### src/rtl/v74x148_pkg.sv
// Shared types and constants for the v74x148 request encoder.
package v74x148_pkg;

   localparam int unsigned N_REQ  = 8;
   localparam int unsigned CODE_W = 3;

   typedef enum logic {
      IDLE = 1'b0,
      HOLD = 1'b1
   } state_t;

   localparam logic [CODE_W-1:0] A_L_RST  = 3'b111;
   localparam logic [N_REQ-1:0]  SYNC_RST = '1;

endpackage

### src/rtl/sync_ff.sv
// N-bit multi-stage synchronizer; reset drives every stage to the inactive (all ones) level.
module sync_ff #(
   parameter int unsigned N      = 8,
   parameter int unsigned STAGES = 2
) (
   input  logic         clk,
   input  logic         reset,
   input  logic [N-1:0] d,
   output logic [N-1:0] q
);

   logic [N-1:0] stage [STAGES];

   // Shift the asynchronous input through STAGES flops.
   always_ff @(posedge clk) begin
      if (reset) begin
         for (int i = 0; i < int'(STAGES); i++) stage[i] <= {N{1'b1}};
      end else begin
         stage[0] <= d;
         for (int i = 1; i < int'(STAGES); i++) stage[i] <= stage[i-1];
      end
   end

   assign q = stage[STAGES-1];

endmodule

### src/rtl/v74x148_irq_encoder.sv
// Registered 8-input priority encoder with valid/ack handshake and per-line service masking.
module v74x148_irq_encoder
   import v74x148_pkg::*;
#(
   parameter int unsigned SYNC_STAGES = 2
) (
   input  logic              CLK,
   input  logic              RESET,
   input  logic              EI_L,
   input  logic [N_REQ-1:0]  I_L,
   input  logic              ACK,
   output logic [CODE_W-1:0] A_L,
   output logic              VALID,
   output logic              GS_L,
   output logic              EO_L
);

   state_t             state, state_nxt;
   logic [N_REQ-1:0]   i_l_sync;
   logic [N_REQ-1:0]   req;
   logic [N_REQ-1:0]   pend;
   logic [N_REQ-1:0]   mask, mask_nxt;
   logic [N_REQ-1:0]   set_bit;
   logic [CODE_W-1:0]  win;
   logic [CODE_W-1:0]  held_idx;
   logic [CODE_W-1:0]  a_l_nxt;
   logic               valid_nxt;
   logic               gs_l_nxt;
   logic               eo_l_nxt;

   // Highest set bit wins; later iterations override lower indices.
   function automatic logic [CODE_W-1:0] prio_win(input logic [N_REQ-1:0] v);
      logic [CODE_W-1:0] idx;
      idx = '0;
      for (int i = 0; i < int'(N_REQ); i++) begin
         if (v[i]) idx = CODE_W'(i);
      end
      return idx;
   endfunction

   sync_ff #(
      .N      (N_REQ),
      .STAGES (SYNC_STAGES)
   ) u_sync (
      .clk   (CLK),
      .reset (RESET),
      .d     (I_L),
      .q     (i_l_sync)
   );

   assign req      = ~i_l_sync;
   assign pend     = req & ~mask;
   assign win      = prio_win(pend);
   assign held_idx = ~A_L;

   // Next-state, capture/retire, mask and flag computation.
   always_comb begin
      state_nxt = state;
      a_l_nxt   = A_L;
      valid_nxt = VALID;
      set_bit   = '0;
      unique case (state)
         IDLE: begin
            valid_nxt = 1'b0;
            if (!EI_L && (pend != '0)) begin
               a_l_nxt   = ~win;
               valid_nxt = 1'b1;
               state_nxt = HOLD;
            end
         end
         HOLD: begin
            if (ACK) begin
               valid_nxt         = 1'b0;
               set_bit[held_idx] = 1'b1;
               state_nxt         = IDLE;
            end
         end
         default: begin
            state_nxt = IDLE;
            valid_nxt = 1'b0;
         end
      endcase
      // A mask bit only survives while its line stays asserted.
      mask_nxt = (mask | set_bit) & req;
      gs_l_nxt = ~(!EI_L && (pend != '0));
      eo_l_nxt = ~(!EI_L && (req == '0));
   end

   // State, held code, mask and flag registers.
   always_ff @(posedge CLK) begin
      if (RESET) begin
         state <= IDLE;
         A_L   <= A_L_RST;
         VALID <= 1'b0;
         GS_L  <= 1'b1;
         EO_L  <= 1'b1;
         mask  <= '0;
      end else begin
         state <= state_nxt;
         A_L   <= a_l_nxt;
         VALID <= valid_nxt;
         GS_L  <= gs_l_nxt;
         EO_L  <= eo_l_nxt;
         mask  <= mask_nxt;
      end
   end

endmodule

### config.mk
export PLATFORM = sky130hd
export DESIGN_NAME = v74x148_irq_encoder
export DESIGN_NICKNAME = d
export VERILOG_FILES = /design/src/rtl/v74x148_pkg.sv /design/src/rtl/sync_ff.sv /design/src/rtl/v74x148_irq_encoder.sv
export SDC_FILE = /design/constraint.sdc
export NUM_CORES = 1
export LEC_CHECK = 0
export CAP_MARGIN = 20
export CORE_ASPECT_RATIO = 1.2
export CORE_MARGIN = 2
export CORE_UTILIZATION = 60
export DETAILED_ROUTE_END_ITERATION = 8
export DONT_BUFFER_PORTS = 1
export MAX_ROUTING_LAYER = met4
export PLACE_DENSITY = 0.84
export SLEW_MARGIN = 40
export SYNTH_ARGS = -nofsm -noshare
export SYNTH_HDL_FRONTEND = slang
export SYNTH_HIERARCHICAL = 1
export SYNTH_SLANG_ARGS = --single-unit
### constraint.sdc
create_clock -name CLK -period 2.1 [get_ports CLK]
set_input_delay 0.42 -clock CLK [delete_from_list [all_inputs] [get_ports CLK]]
set_output_delay 0.42 -clock CLK [all_outputs]
set_load 0.03 [all_outputs]
==> flow_summary.json, run 1 <==
{
  "status": "complete, no violations",
  "top_layer": "met4",
  "first_pass_iters": 4,
  "ys_warn_count": 6,
  "slew_headroom_pct": 66.7,
  "dr_wl_met3_um": 120,
  "crit_arrival_ns": 1.68,
  "wl_per_cell_um": 14.1,
  "reg2regPathDepth": 4,
  "clk_pin_slew_ns": 0.08,
  "layout_common_cells": "dfxtp_1, or2_1, a21oi_1, nor3_1, nor2_1",
  "slew_viol_final": 0,
  "path_class": "register to register",
  "start_kind": "register",
  "cts_buffer_depth": 2,
  "cellPowerDensity_mw_per_mm2": 950,
  "place_ws_ns": 0.670,
  "grt_pass1_vias": 731,
  "final.setup_skew_ns": 0.00366,
  "crit_start": "u_sync/stage[0][14]$_SDFF_PP1_",
  "layout.nets": 120,
  "worst_pin_slew_ns": 0.498,
  "finalCritPeriodShare_pct": 70.1,
  "fill_cells": 138,
  "cp-end-kind": "register",
  "synth_nets": 123,
  "worstHoldPathType": "input port to register",
  "overflow": 0,
  "yosysTopAreaCell": "dfxtp_1",
  "final_common_cell": "dfxtp_1",
  "async_reset_ff_share_pct": 0,
  "final_antenna_net_count": 0,
  "synth.distinct_cells": 29,
  "die-width_um": 43.6,
  "fmax_mhz": 679,
  "vias_per_cell": 5.91,
  "grt_pass1_wl_um": 3030,
  "synth_seq_cells": 31,
  "num_vias": 756,
  "endpoint": "A_L[1]$_SDFFE_PP1P_",
  "root_buffer": "clkbuf_4",
  "dp_hpwl_um": 1260,
  "numCtsBuffers": 5,
  "wl_um": 1800,
  "finalCriticalPeriod_ns": 1.47,
  "track_usage_pct": 19.2,
  "layout-drive-gt1-share_pct": 10.1,
  "reg2reg_to": "A_L[1]$_SDFFE_PP1P_",
  "cts_sinks": 31,
  "die_height_um": 51.6,
  "die_area_sq_mm": 0.00225,
  "ir_worst_vdd_uv": 509,
  "wl_met1_um": 713,
  "antenna_found_initial": 0,
  "synth_top_area_share_pct": 54.9,
  "syn_area_per_cell_sq_um": 10.2,
  "rsz0062_at_grt": "no",
  "post-route-drc-count": 0,
  "initial_core_util_pct": 62.6,
  "netlist_instances": 111,
  "layoutNonFillerInstCount": 128,
  "setup_tns_ns": 0,
  "diodes": 0,
  "critPathRequiredTime_ns": 2.31,
  "cts_tree": "yes",
  "core_sq_mm": 0.00181,
  "pin_count": 18,
  "wl_met2_um": 938,
  "regToRegStartpoint": "u_sync/stage[0][14]$_SDFF_PP1_",
  "fin_ws_ns": 0.628,
  "clock_latency_ns": 0.31,
  "place_inst": 120,
  "max-cap-violations": 0,
  "hold_viol_final": 0,
  "gp_congestion": 0.934,
  "synth_edf_count": 0,
  "htreeDepth": 2,
  "yosys-top-cells-area": "dfxtp_1, or2_1, buf_4",
  "row_count": 17,
  "syn-cell-area_sq_mm": 0.00113,
  "yosysSeqAreaShare_pct": 54.9,
  "setup_violations": 0,
  "port_buffers": 0,
  "p_leak_nw": 0.431,
  "cts_setup_buffers": 0,
  "grt_max_degree": 30,
  "area_delta_synth_final_pct": 1.55,
  "dr.first_iter.drc_count": 19,
  "synth_top_flop_cell": "dfxtp_1",
  "cts_resized": 0,
  "rrSetupSlack_ns": 0.63,
  "cp_max_fo": 8,
  "ctsHoldBuffers": 0
}
[report_power, final]
part / internal (mW) / switching [mW]
registers: 0.613 / 0.0427
clock network: 0.197 / 0.176
logic: 0.0318 / 0.0310
[cell usage after synthesis, types with 2 or more instances]
cell type and instances:
dfxtp_1 31, or2_1 17, a21oi_1 8, buf_4 8, nor3_1 8, nor2_1 6
nand2_1 4, o22ai_1 3, a31oi_1 2, nand4_1 2, nor2b_1 2, o211ai_1 2
o22ai_2 2
[through the flow]
stage / hold slack (ns) / util, % / power, mW / instance area (sq um)
2_1_floorplan: 0.383 / - / 0.729 / 1130
3_3_place_gp: 0.387 / 59.7 / 0.729 / 1080
3_5_place_dp: 0.390 / 59.7 / 0.732 / 1080
4_1_cts: 0.153 / 63.5 / 1.10 / 1150
6_report: 0.162 / 63.5 / 1.09 / 1150
5_1_grt: 0.135 / 63.5 / 1.14 / 1150
[cell families after synthesis]
| kind of cell | count (synthesis) | synth area share [%] |
|---|---|---|
| simple gates | 47 | 23.1 |
| flops | 31 | 54.9 |
| buf+inv | 11 | 6.97 |
| compound gates | 22 | 15.0 |
[cell type report]
class	instances	area [sq um]	share of cell area, %
Tap cell	19	23.8	2.07
Sequential cell	31	621	54.0
Multi-Input combinational cell	69	432	37.6
Clock buffer	8	68.8	5.99
Inverter	1	3.75	0.327
[worst max-delay path, cell delays in order, from the launching register on]
cell and delay [ns]:
dfxtp_1 0.41, o22ai_2 0.14, o41ai_4 0.56, or3_1 0.19
nand3_1 0.07
[worst min-delay path by stage]
| stage | from | endpoint | slack [ns] | depth (start not counted) |
|---|---|---|---|---|
| finish | RESET | state$_SDFF_PP0_ | 0.16 | 1 |
| global placement | u_sync/stage[0][0]$_SDFF_PP1_ | u_sync/stage[0][8]$_SDFF_PP1_ | 0.39 | 1 |
| floorplan | u_sync/stage[0][2]$_SDFF_PP1_ | u_sync/stage[0][10]$_SDFF_PP1_ | 0.38 | 1 |
| detailed placement | u_sync/stage[0][3]$_SDFF_PP1_ | u_sync/stage[0][11]$_SDFF_PP1_ | 0.39 | 1 |
| CTS | RESET | state$_SDFF_PP0_ | 0.15 | 1 |
| global route | RESET | state$_SDFF_PP0_ | 0.13 | 1 |
[registers in the layout (all words and copies together), names as in the netlist]
name          count
VALID             1
u_sync/stage     16
GS_L              1
state             1
EO_L              1
mask              8
A_L               3
[per-layer routing]
layer / vias to the layer above / track usage, %
met3: 7 / 9.03
li1: 376 / -
met2: 28 / 30.1
met1: 345 / 19.5
met5: - / -
met4: 0 / 10.6
(Power assumes the default switching activity.)
==> run 2: changes to the inputs <==
Settings changed: CORE_UTILIZATION 60 to 53, PLACE_DENSITY 0.84 to 0.79.
Clock period 2.1 ns to 1.2 ns, I/O delays scaled along.
==> run 2 against run 1 <==
  * The run now ends with negative setup slack left
  * Critical path depth rose by 1
  * Setup slack got worse by 0.64 ns
  * Sequential cell count did not move
  * Clock power rose by 79%
  * Cell area rose by 30%
  * First-iteration DRC count fell by 21%
  * Fmax rose by 22%
  * Critical path type unchanged
==> flow_summary.json, run 2 (synthesis gave the netlist of run 1 again) <==
{
  "status": "finished, violations left",
  "violations": "negative setup slack",
  "cellPowerDensity_mw_per_mm2": 1350,
  "initial_core_util_pct": 55.2,
  "area_delta_synth_final_pct": 32.1,
  "post-route-drc-count": 0,
  "cp_max_fo": 7,
  "finalCritPeriodShare_pct": 101,
  "gp_congestion": 0.941,
  "clk_pin_slew_ns": 0.09,
  "pin_count": 18,
  "start_kind": "register",
  "root_buffer": "clkbuf_4",
  "dr.first_iter.drc_count": 15,
  "htreeDepth": 2,
  "antenna_found_initial": 0,
  "finalCriticalPeriod_ns": 1.21,
  "layout_common_cells": "or2_1, dlygate4sd3_1, dfxtp_1, dfxtp_2, buf_4",
  "crit_arrival_ns": 1.46,
  "hold_viol_final": 0,
  "setup_violations": 3,
  "final_antenna_net_count": 0,
  "rsz0062_at_grt": "yes",
  "slowest_stage": "dfxtp_2",
  "setup_tns_ns": -0.0227,
  "place_ws_ns": -0.105,
  "worst_pin_slew_ns": 0.475,
  "final.setup_skew_ns": 0.00724,
  "final_common_cell": "or2_1",
  "slew_headroom_pct": 68.2,
  "worstPathCellList": "o22ai_4 -> o41ai_4 -> buf_4 -> nand2_2 -> o211ai_1",
  "critPathRequiredTime_ns": 1.44,
  "holdPathEnd": "u_sync/stage[0][14]$_SDFF_PP1_",
  "worstHoldPathType": "input port to register",
  "first_pass_iters": 4,
  "layoutNonFillerInstCount": 168,
  "reg2reg_to": "A_L[0]$_SDFFE_PP1P_",
  "numCtsBuffers": 5,
  "cts_tree": "yes",
  "rrSetupSlack_ns": -0.01,
  "max-cap-violations": 0,
  "cts_buffer_depth": 2,
  "grt_pass1_vias": 897,
  "slew_viol_final": 0,
  "dp_hpwl_um": 1360,
  "largest_reg_flops": 16,
  "largest_register": "u_sync/stage",
  "track_usage_pct": 21.5,
  "die-width_um": 46.2,
  "regToRegStartpoint": "u_sync/stage[0][14]$_SDFF_PP1_",
  "port_buffers": 0,
  "die_height_um": 54.6,
  "wl_per_cell_um": 13.6,
  "wl_um": 2290,
  "die_area_sq_mm": 0.00252,
  "p_leak_nw": 0.552,
  "place_inst": 140,
  "fin_ws_ns": -0.0117,
  "diodes": 0,
  "holdCritStartpoint": "RESET",
  "reg2regPathDepth": 5,
  "overflow": 0,
  "ir_worst_vdd_uv": 1040,
  "vias_per_cell": 5.30,
  "cp_top_family": "compound AO/OA/AOI/OAI gates",
  "cpPeakStageDelay_ns": 0.36,
  "layout-drive-gt1-share_pct": 31.9,
  "path_class": "register to register",
  "num_vias": 890,
  "p_total_mw": 2.01,
  "layout.nets": 149,
  "hold_depth": 1,
  "crit_buf_inv": 1,
  "largestRegisters": "u_sync/stage x16, mask x8, A_L x3",
  "grt_pass1_wl_um": 3560,
  "core_sq_mm": 0.00205,
  "clock_latency_ns": 0.32,
  "cts_sinks": 31,
  "fmax_mhz": 825,
  "grt_max_degree": 30,
  "row_count": 18,
  "cp-end-kind": "register"
}
## run 2: cell types whose count changed in the layout (fill, tap and decap cells not counted), moves of 2 or more
cell           change
dfxtp_1           -17
o22ai_4            +4
dfxtp_2           +14
dfxtp_4            +3
o22ai_2            -2
dlygate4sd3_1     +16
buf_4             +13
o22ai_1            -2
## run 2: power breakdown
part / total (mW) / leakage (nW) / internal, mW / switching (mW)
Combinational: 0.219 / 0.256 / 0.121 / 0.0988
Sequential: 1.13 / 0.257 / 1.07 / 0.0544
Clock: 0.666 / 0.0386 / 0.344 / 0.322
Total: 2.01 / 0.552 / 1.54 / 0.475
## run 2: worst max-delay path by stage
stage	from	end	slack [ns]	cells after the start
after floorplan	u_sync/stage[0][9]$_SDFF_PP1_	A_L[1]$_SDFFE_PP1P_	-0.08	5
after global placement	u_sync/stage[0][15]$_SDFF_PP1_	A_L[0]$_SDFFE_PP1P_	-0.04	4
after detailed placement	u_sync/stage[0][15]$_SDFF_PP1_	A_L[0]$_SDFFE_PP1P_	-0.10	5
after CTS	u_sync/stage[0][12]$_SDFF_PP1_	A_L[0]$_SDFFE_PP1P_	-0.01	5
after global routing	u_sync/stage[0][14]$_SDFF_PP1_	A_L[0]$_SDFFE_PP1P_	-0.09	5
final	u_sync/stage[0][14]$_SDFF_PP1_	A_L[0]$_SDFFE_PP1P_	-0.01	5
## run 2: per-stage QoR
| stage | hold slack, ns | area (sq um) | util [%] |
|---|---|---|---|
| after floorplan | 0.335 | 1170 | - |
| after global placement | 0.319 | 1190 | 58.1 |
| after detailed placement | 0.316 | 1190 | 58.1 |
| after CTS | -0.0429 | 1470 | 71.6 |
| after global routing | 0.00148 | 1490 | 72.9 |
| final | 0.00930 | 1490 | 72.9 |
## run 2: layer usage
layer  vias to the layer above  GRT usage [%]  part of all wire, %
met5                         -              -                    0
met4                         0           11.4                  3.0
met3                         7           7.92                  4.1
met2                        32           38.4                   53
met1                       415           19.2                   40
li1                        436              -                    -
## run 2: worst reg2reg max path: cells and delay by family, from the launching register on
family	cells	cell delay, ns
flip-flops	1	0.36
buffers and inverters	1	0.19
AND/OR/NAND/NOR	1	0.05
AO/OA/AOI/OAI	3	0.53
## run 2: repair_timing
item,in CTS,in global routing
hold endpoints to repair,24,14
setup endpoints to repair,8,8
pin swaps,2,0
hold buffers,14,3
setup buffers,3,1
resized for setup,22,0
## run 2: final cells by class
| cell class | count | area (sq um) |
|---|---|---|
| Clock buffer | 8 | 68.8 |
| Fill cell | 136 | 556 |
| Inverter | 1 | 3.75 |
| Multi-Input combinational cell | 69 | 477 |
| Sequential cell | 31 | 649 |
| Tap cell | 30 | 37.5 |
| Timing Repair Buffer | 29 | 258 |
==> run 3: changes to the inputs <==
Settings changed: HOLD_SLACK_MARGIN from default to 0.08.
==> run 3 against run 2 <==
  * The run ends with negative hold slack, negative setup slack left
  * Hold slack lost 0.029 ns
  * Cell area up 1.3%
  * Combinational power is essentially flat
  * First-iteration DRC count did not move
  * Die area unchanged
  * Clock power barely moved
  * Core utilization up 0.98 points
  * Largest power group unchanged
==> flow_summary.json, run 3 (synthesis gave the netlist of run 1 again) <==
{
  "status": "finished, violations left",
  "violations": "negative hold slack, negative setup slack",
  "reg2regPathDepth": 5,
  "rrSetupSlack_ns": -0.008,
  "root_buffer": "clkbuf_4",
  "hold_slack_ns": -0.0194,
  "grt_max_degree": 30,
  "initial_core_util_pct": 55.2,
  "largestRegisters": "u_sync/stage x16, mask x8, A_L x3",
  "diodes": 0,
  "worstPathCellList": "o22ai_4 -> o41ai_4 -> buf_4 -> nand2_2 -> o211ai_1",
  "endpoint": "A_L[0]$_SDFFE_PP1P_",
  "crit_arrival_ns": 1.45,
  "slew_headroom_pct": 78.8,
  "antenna_found_initial": 0,
  "fin_ws_ns": -0.00779,
  "die_area_sq_mm": 0.00252,
  "max-cap-violations": 0,
  "finalCritPeriodShare_pct": 101,
  "row_count": 18,
  "area_delta_synth_final_pct": 33.8,
  "grt_pass1_wl_um": 3580,
  "cts_tree": "yes",
  "layout.nets": 151,
  "track_usage_pct": 21.6,
  "rsz0062_at_grt": "yes",
  "layout_common_cells": "dlygate4sd3_1, or2_1, dfxtp_1, dfxtp_2, buf_4",
  "post-route-drc-count": 0,
  "cp_max_fo": 7,
  "numCtsBuffers": 5,
  "layoutNonFillerInstCount": 170,
  "setup_violations": 2,
  "cpPeakStageDelay_ns": 0.36,
  "worst_pin_slew_ns": 0.318,
  "core_sq_mm": 0.00205,
  "reg2reg_to": "A_L[0]$_SDFFE_PP1P_",
  "slew_viol_final": 0,
  "cts_buffer_depth": 2,
  "htreeDepth": 2,
  "dp_hpwl_um": 1360,
  "regToRegStartpoint": "u_sync/stage[0][14]$_SDFF_PP1_",
  "grt_pass1_vias": 897,
  "p_leak_nw": 0.556,
  "final_common_cell": "dlygate4sd3_1",
  "crit_start": "u_sync/stage[0][14]$_SDFF_PP1_",
  "die-width_um": 46.2,
  "final_antenna_net_count": 0,
  "cp-end-kind": "register",
  "cts_sinks": 31,
  "path_class": "register to register",
  "wl_um": 2250,
  "clock_latency_ns": 0.32,
  "fmax_mhz": 828,
  "gp_congestion": 0.941,
  "overflow": 0,
  "finalCriticalPeriod_ns": 1.21,
  "die_height_um": 54.6,
  "largest_register": "u_sync/stage",
  "setup_tns_ns": -0.00997,
  "hold_viol_final": 10,
  "final.setup_skew_ns": 0.00655,
  "place_inst": 140,
  "pin_count": 18,
  "start_kind": "register",
  "layout-drive-gt1-share_pct": 31.4,
  "largest_reg_flops": 16,
  "ir_worst_vdd_uv": 1040,
  "wl_per_cell_um": 13.2,
  "ctsHoldBuffers": 19,
  "first_pass_iters": 4,
  "clk_pin_slew_ns": 0.09,
  "worstHoldPathType": "input port to register",
  "vias_per_cell": 5.28,
  "dr.first_iter.drc_count": 15,
  "cellPowerDensity_mw_per_mm2": 1330,
  "port_buffers": 0,
  "critPathRequiredTime_ns": 1.44,
  "slowest_stage": "dfxtp_2",
  "fill_cells": 133,
  "num_vias": 898
}
==> run 3: how the worst min path moves through the flow <==
stage,from,to,cells past startpoint
finish,RESET,mask[3]$_SDFF_PP0_,1
global route,RESET,mask[1]$_SDFF_PP0_,1
CTS,RESET,mask[7]$_SDFF_PP0_,1
detailed placement,RESET,state$_SDFF_PP0_,1
global placement,RESET,mask[0]$_SDFF_PP0_,1
floorplan,RESET,GS_L$_SDFF_PP1_,2
==> run 3: critical path: cells and delay by family, from the launching register on <==
kind / cells / cell delay, ns
AO/OA/AOI/OAI: 3 / 0.52
buffers and inverters: 1 / 0.19
flip-flops: 1 / 0.36
AND/OR/NAND/NOR: 1 / 0.04
==> run 3: repair_timing <==
action,4_1_cts,5_1_grt
resized for setup,22,0
pin swaps,2,0
gates cloned,0,0
hold endpoints to repair,31,20
endpoints found under the setup margin,8,8
setup buffers,3,1
==> run 3: report_power, final <==
part	switching, mW	leakage [nW]	internal, mW
logic	0.0927	0.261	0.124
registers	0.0549	0.257	1.07
clock network	0.323	0.0386	0.344
total	0.471	0.556	1.54
==> run 3: metal layers <==
| layer | up-vias | part of all wire [%] | track usage [%] |
|---|---|---|---|
| li1 | 439 | - | - |
| met1 | 425 | 39 | 19.4 |
| met2 | 29 | 55 | 39.4 |
| met3 | 5 | 3.7 | 7.92 |
| met4 | 0 | 2.0 | 10.0 |
| met5 | - | 0 | - |
==> run 3: per-stage QoR <==
| stage | hold slack [ns] | total power, mW | area, sq um | util [%] | setup slack, ns |
|---|---|---|---|---|---|
| 2_1_floorplan | 0.335 | 1.29 | 1170 | - | -0.0820 |
| 3_3_place_gp | 0.319 | 1.31 | 1190 | 58.1 | -0.0373 |
| 3_5_place_dp | 0.316 | 1.32 | 1190 | 58.1 | -0.105 |
| 4_1_cts | -0.0429 | 2.03 | 1520 | 74.0 | -0.0126 |
| 5_1_grt | -0.0567 | 2.11 | 1510 | 73.9 | -0.0927 |
| 6_report | -0.0194 | 2.01 | 1510 | 73.9 | -0.00779 |
==> run 3: final cells by class <==
| type | instances | area [sq um] | area share [%] |
|---|---|---|---|
| sequential | 31 | 649 | 42.9 |
| multi-input combinational | 69 | 477 | 31.5 |
| timing repair buffer | 31 | 278 | 18.3 |
| clock buffer | 8 | 68.8 | 4.55 |
| tap | 30 | 37.5 | 2.48 |
| inverter | 1 | 3.75 | 0.248 |
